## src/rtl/neuron_pkg.sv

```systemverilog
// Shared types, default sizes and arithmetic helpers
// for the neuron MAC array.
package neuron_pkg;

    typedef enum logic [1:0] {
        IDLE,
        ACCUM,
        QUANT,
        DONE
    } state_t;

    localparam int DEF_DATA_W = 8;
    localparam int DEF_LANES  = 4;
    localparam int DEF_ACC_W  = 32;
    localparam int DEF_LEN_W  = 16;
    localparam int DEF_N_THR  = 15;

    // Signed add clamped to a w-bit two's complement range
    // (w < 64); the result is sign-extended to 64 bits.
    function automatic logic signed [63:0] sat_add(
        input logic signed [63:0] a,
        input logic signed [63:0] b,
        input int                 w
    );
        logic signed [64:0] s;
        logic signed [64:0] hi;
        logic signed [64:0] lo;
        s  = 65'(a) + 65'(b);
        hi = (65'sd1 <<< (w - 1)) - 65'sd1;
        lo = -(65'sd1 <<< (w - 1));
        if (s > hi) begin
            return 64'(hi);
        end else if (s < lo) begin
            return 64'(lo);
        end
        return 64'(s);
    endfunction

endpackage

```

## src/rtl/neuron_mac_array_lane_mul.sv

```systemverilog
// One signed multiply lane of the neuron MAC array.
// Ports: a, b (DATA_W signed) -> p (2*DATA_W signed product).
module neuron_lane_mul #(
    parameter int DATA_W = 8
) (
    input  logic signed [DATA_W-1:0]   a,
    input  logic signed [DATA_W-1:0]   b,
    output logic signed [2*DATA_W-1:0] p
);

    assign p = a * b;

endmodule

```

## src/rtl/neuron_mac_array.sv

```systemverilog
// Dot-product neuron: LANES-wide MAC with saturating accumulator,
// then a serial threshold scan that quantizes the sum to a count.
// Ports: sys_clk, sys_rst_n (async, active-low);
//   activ_in/weight_in + in_valid/in_ready/in_length: beat input;
//   thr_wr/thr_addr/thr_data: threshold writes (IDLE only);
//   out/out_valid/out_ready: quantized result handshake.
module neuron_mac_array
    import neuron_pkg::*;
#(
    parameter int DATA_W = DEF_DATA_W,
    parameter int LANES  = DEF_LANES,
    parameter int ACC_W  = DEF_ACC_W,
    parameter int LEN_W  = DEF_LEN_W,
    parameter int N_THR  = DEF_N_THR,
    localparam int OUT_W  = $clog2(N_THR + 1),
    localparam int THR_AW = (N_THR > 1) ? $clog2(N_THR) : 1
) (
    input  logic                    sys_clk,
    input  logic                    sys_rst_n,
    input  logic [LANES*DATA_W-1:0] activ_in,
    input  logic [LANES*DATA_W-1:0] weight_in,
    input  logic                    in_valid,
    output logic                    in_ready,
    input  logic [LEN_W-1:0]        in_length,
    input  logic                    thr_wr,
    input  logic [THR_AW-1:0]       thr_addr,
    input  logic [ACC_W-1:0]        thr_data,
    output logic [OUT_W-1:0]        out,
    output logic                    out_valid,
    input  logic                    out_ready
);

    localparam int SUM_W = 2 * DATA_W + $clog2(LANES);
    localparam logic [THR_AW-1:0] IDX_LAST = THR_AW'(N_THR - 1);

    state_t state_q;
    state_t state_d;

    logic signed [2*DATA_W-1:0] prod_c [LANES];
    logic signed [2*DATA_W-1:0] prod_q [LANES];
    logic                       s1_valid_q;
    logic                       s1_last_q;
    logic signed [SUM_W-1:0]    beat_sum;

    logic [LEN_W-1:0]  len_q;
    logic [LEN_W-1:0]  len_sel;
    logic [LEN_W-1:0]  beat_cnt_q;
    logic              last_beat;
    logic              fire;
    logic              ready_d;

    logic signed [ACC_W-1:0] acc_q;
    logic signed [ACC_W-1:0] acc_sum;
    logic signed [ACC_W-1:0] thr_q [N_THR];
    logic [THR_AW-1:0]       idx_q;
    logic [OUT_W-1:0]        cnt_q;
    logic [OUT_W-1:0]        cnt_inc;
    logic                    thr_we;
    logic                    release_out;

    for (genvar i = 0; i < LANES; i++) begin : g_lane
        neuron_lane_mul #(
            .DATA_W (DATA_W)
        ) u_mul (
            .a (activ_in[i*DATA_W +: DATA_W]),
            .b (weight_in[i*DATA_W +: DATA_W]),
            .p (prod_c[i])
        );
    end

    // The tree reads the registered products, so the beat sum is
    // valid in the same cycle as the registered last flag.
    always_comb begin
        beat_sum = '0;
        for (int i = 0; i < LANES; i++) begin
            beat_sum = beat_sum + SUM_W'(prod_q[i]);
        end
    end

    assign fire = in_valid && in_ready;

    // in_length is only live on the first beat; later beats use
    // the copy captured then. A length of 0 means one beat.
    always_comb begin
        len_sel = (state_q == IDLE) ? in_length : len_q;
        if (len_sel == '0) begin
            len_sel = LEN_W'(1);
        end
        last_beat = ({1'b0, beat_cnt_q} + 1'b1) >= {1'b0, len_sel};
    end

    assign acc_sum = ACC_W'(sat_add(64'(acc_q), 64'(beat_sum), ACC_W));
    assign cnt_inc = cnt_q + OUT_W'(acc_q >= thr_q[idx_q]);
    assign thr_we  = thr_wr && (state_q == IDLE)
                     && (int'(thr_addr) < N_THR);
    assign release_out = (state_q == DONE) && out_ready;

    always_comb begin
        state_d = state_q;
        unique case (state_q)
            IDLE:    if (fire) state_d = ACCUM;
            ACCUM:   if (s1_valid_q && s1_last_q) state_d = QUANT;
            QUANT:   if (idx_q == IDX_LAST) state_d = DONE;
            DONE:    if (out_ready) state_d = IDLE;
            default: state_d = IDLE;
        endcase
    end

    // Accepting the last beat closes the input until the result
    // has been taken.
    assign ready_d = ((state_d == IDLE) || (state_d == ACCUM))
                     && !(fire && last_beat);

    always_ff @(posedge sys_clk or negedge sys_rst_n) begin
        if (!sys_rst_n) begin
            state_q    <= IDLE;
            in_ready   <= 1'b0;
            s1_valid_q <= 1'b0;
            s1_last_q  <= 1'b0;
            for (int i = 0; i < LANES; i++) begin
                prod_q[i] <= '0;
            end
            len_q      <= '0;
            beat_cnt_q <= '0;
            acc_q      <= '0;
            idx_q      <= '0;
            cnt_q      <= '0;
            out        <= '0;
            out_valid  <= 1'b0;
            for (int i = 0; i < N_THR; i++) begin
                thr_q[i] <= '0;
            end
        end else begin
            state_q    <= state_d;
            in_ready   <= ready_d;
            s1_valid_q <= fire;

            if (fire) begin
                prod_q     <= prod_c;
                s1_last_q  <= last_beat;
                beat_cnt_q <= last_beat ? '0 : beat_cnt_q + 1'b1;
                if (state_q == IDLE) begin
                    len_q <= in_length;
                end
            end

            if (release_out) begin
                acc_q <= '0;
            end else if (s1_valid_q) begin
                acc_q <= acc_sum;
            end

            // Index and count sit at 0 outside QUANT, so every
            // scan starts fresh.
            if (state_q == QUANT) begin
                cnt_q <= cnt_inc;
                idx_q <= idx_q + 1'b1;
                if (idx_q == IDX_LAST) begin
                    out       <= cnt_inc;
                    out_valid <= 1'b1;
                end
            end else begin
                cnt_q <= '0;
                idx_q <= '0;
            end

            if (release_out) begin
                out       <= '0;
                out_valid <= 1'b0;
            end

            if (thr_we) begin
                thr_q[thr_addr] <= thr_data;
            end
        end
    end

endmodule

```

## config.mk

```make
export PLATFORM = sky130hd
export DESIGN_NAME = neuron_mac_array
export DESIGN_NICKNAME = d
export VERILOG_FILES = /design/src/rtl/neuron_pkg.sv /design/src/rtl/neuron_mac_array_lane_mul.sv /design/src/rtl/neuron_mac_array.sv
export SDC_FILE = /design/constraint.sdc
export NUM_CORES = 2
export LEC_CHECK = 0
export CORE_MARGIN = 3
export CORE_UTILIZATION = 63
export DETAILED_ROUTE_END_ITERATION = 8
export PLACE_DENSITY = 0.8
export SKIP_CTS_REPAIR_TIMING = 1
export SYNTH_ARGS = -nofsm -noshare
export SYNTH_HDL_FRONTEND = slang
export SYNTH_SLANG_ARGS = --single-unit
```

## constraint.sdc

```tcl
create_clock -name sys_clk -period 7.35 [get_ports sys_clk]
set_clock_uncertainty 0.15 [all_clocks]
set_input_delay 1.47 -clock sys_clk [delete_from_list [all_inputs] [get_ports sys_clk]]
set_output_delay 1.47 -clock sys_clk [all_outputs]
set_load 0.03 [all_outputs]
```

==> summary.md <==
| Metric | Value |
|---|---|
| WL met1 | 39600 µm |
| Largest area contributor in the netlist | dfrtp_1 |
| Highest routed metal layer | met4 |
| Period utilization | 83.6% |
| Clk_lat worst skew | 620 ps |
| Pin slew with the least headroom to its limit | 948 ps |
| Post-synthesis xor/xnor area fraction | 1.86% |
| Area Overhead vs Synth | 10.5% |
| Setup tns final | 0 ps |
| Post-synth top area share | 37.1% |
| Antenna Nets Post-Route | 0 |
| RSZ-0062 raised after global routing | no |
| DIE WIDTH | 265 µm |
| Main synth FF type | dfrtp_1 |
| CTS Sinks | 626 |
| Total wire length | 94800 µm |
| CTS tree | built |
| FP Rows | 94 |
| Drt via density | 5.92 |
| Crit path max fanout | 22 |
| Post-synthesis adder-cell area fraction | 19.4% |
| Die Area | 70200 µm² |
| Yosys warns | 0 |
| Syn avg cell area | 11.6 µm² |
| Share of flip-flops with an asynchronous set or reset | 100% |
| Simple-gate share of the synthesized area | 8.17% |
| Clk slew on worst S/H paths | 60 ps |
| Register bit total from synthesis | 626 |
| H-tree depth | 3 |
| Post-Syn Instances | 3649 |
| Post-synthesis compound-gate area fraction | 6.37% |
| Mux cell area share after synthesis | 20.9% |
| Core ar. | 66100 µm² |
| Crit end category | flop |
| DP Area | 44400 µm² |
| Largest net degree at the start of global routing | 156 |
| Worst min path class | reg -> reg |
| Final Net Count | 4322 |
| Met2 WL | 46800 µm |
| Residual DRC | 0 |
| Initial DRC Count | 1910 |
| Critical Path RT | 7660 ps |
| Fill count | 4553 |
| Initial cell density of the core | 63.9% |
| Mapped Nets | 4256 |
| Io pins | 127 |
| Layout cells sized above 1 | 21.6% |
| Worst setup SP type | flop |
| Largest family of logic cells by synthesized area | multiplexers |
| FF/Latch Area | 15700 µm² |
| Routability cong. | 0.866 |
| Grt ovf | 0 |
| Yosys cell types | 80 |
| Fin. Hold Viols | 0 |
| Register area share after synthesis | 37.1% |
| Met3 wire length | 5050 µm |
| Multi-input gate area | 24100 µm² |
| Initial antenna violation count | 5 |
| Via count | 27400 |
| First-pass GRT wire length | 156000 µm |
| Root Buffer | clkbuf_16 |
| Status | finished, final reports clean |
| Final setup viols | 0 |
| Number of global-route vias before repair | 29100 |
| Slew HR | 36.8% |
| Fin Hold WS | 328 ps |
| DIE HEIGHT | 265 µm |
| Drt wl/cell | 20.4 µm |
| Count of pins over their slew limit | 0 |
| Clock Path Buffers | 3 |
| FMAX | 163 MHz |
| GRT Util Overall | 28.1% |
| First-pass detailed-route iteration total | 5 |
| Main area contributors after synthesis | dfrtp_1 37%, fa_1 13%, mux2_2 13% |
| CP arrival | 6460 ps |
| Cts bufs inserted | 66 |
| Detailed-placement wirelength estimate | 64500 µm |
| Tmin final | 6140 ps |
| EDFF count, synth | 0 |
| Finished Cell Area | 46700 µm² |
| Area of the mapped netlist | 42200 µm² |
| # port buffers | 126 |
| Max cap viols | 0 |
| Critical path class | reg -> reg |
per-layer routing:
layer,vias to the layer above,track usage (%)
li1,12500,-
met1,14100,37.6
met2,674,47.0
met3,171,4.77
met4,0,10.2
met5,-,0
stage by stage:
step | util [%] | setup WS [ps] | instances
3_3_place_gp | 67.1 | 1030 | 4511
4_1_cts | 70.6 | 1200 | 4629
5_1_grt | 70.6 | 725 | 4631
2_1_floorplan | - | 1830 | 3649
6_report | 70.6 | 1210 | 4634
3_5_place_dp | 67.1 | 906 | 4511
synth_stat cells (all sizes together), types with 62 or more instances:
master,instances
fa,284
dfrtp,626
o21ai,146
ha,202
and2,162
mux2,482
inv,508
clkbuf,105
mux4,128
nand2,292
nor2,73
buf,62
a21oi,74
state kept, by name (all words and copies together), names as in the netlist:
| name | cells |
|---|---|
| out_valid | 1 |
| beat_cnt_q | 16 |
| state_q | 2 |
| prod_q | 64 |
| in_ready | 1 |
| out | 4 |
| acc_q | 32 |
| len_q | 16 |
| s1_valid_q | 1 |
| idx_q | 4 |
| thr_q | 480 |
| cnt_q | 4 |
| s1_last_q | 1 |
layout by cell type (no fill, tap or decap), types with 12 or more instances in the layout:
master,netlist,layout
clkdlybuf4s50_1,0,125
nand2_1,292,283
nor2b_1,13,12
mux4_2,128,128
xnor2_1,55,55
a211oi_1,13,13
inv_1,507,507
o21ai_0,144,144
nor3_1,21,21
a22oi_2,19,19
nand2b_1,28,28
nor2_1,73,70
a21oi_1,73,73
a21o_1,33,33
clkbuf_8,0,14
o21a_1,24,24
a31oi_1,12,12
dfrtp_1,626,622
ha_1,202,202
nand3_1,35,34
mux2i_1,52,52
clkbuf_16,0,68
o31ai_1,17,17
buf_4,2,33
nand4_1,25,25
xor2_1,31,31
fa_1,284,284
and2_1,161,161
mux2_2,482,482
cell type report:
cell class                 instances  share of cell area [%]
tap                              864                    2.32
clock inverter                    26                   0.836
clock buffer                      92                    4.14
multi-input combinational       2347                    51.5
sequential                       626                    33.6
antenna                            5                  0.0268
timing repair buffer             165                    3.50
inverter                         509                    4.09
critical path: stages, from the launching register on:
cell       delay (ps)
dfrtp_1           440
inv_1              90
fa_1              540
inv_1              80
fa_1              520
inv_1             700
fa_1              550
inv_1              60
ha_1              290
and3_1            280
a2111oi_1         540
nor4_1            100
o2bb2ai_1         300
or2_4             210
o211ai_4          140
o211ai_2          400
buf_4             420
a22oi_1           160
logic make-up (layout without fill, tap and decap cells):
family                   count (synthesis)  in the layout
AO/OA/AOI/OAI                          411            411
XOR/XNOR                                88             88
adder cells (fa/ha/maj)                486            486
buffers and inverters                  676            792
flip-flops                             626            626
multiplexers                           662            662
other                                    0              5
AND/OR/NAND/NOR                        700            700
worst paths after layout:
| path | end | slack, ps | start | cells past startpoint |
|---|---|---|---|---|
| max | acc_q[10] | 1210 | prod_q[15] | 17 |
| min | len_q[14] | 330 | len_q[14] | 2 |
| max reg2reg | acc_q[10] | 1210 | prod_q[15] | 17 |
| min reg2reg | len_q[14] | 330 | len_q[14] | 2 |
| max in group asynchronous | idx_q[1] | 4760 | sys_rst_n | 2 |
| min in group asynchronous | thr_q[302] | 770 | sys_rst_n | 1 |
Power is left out: the tool's default activity adds up to more than one toggle a clock period on the data nets, which glitch-free logic cannot reach.
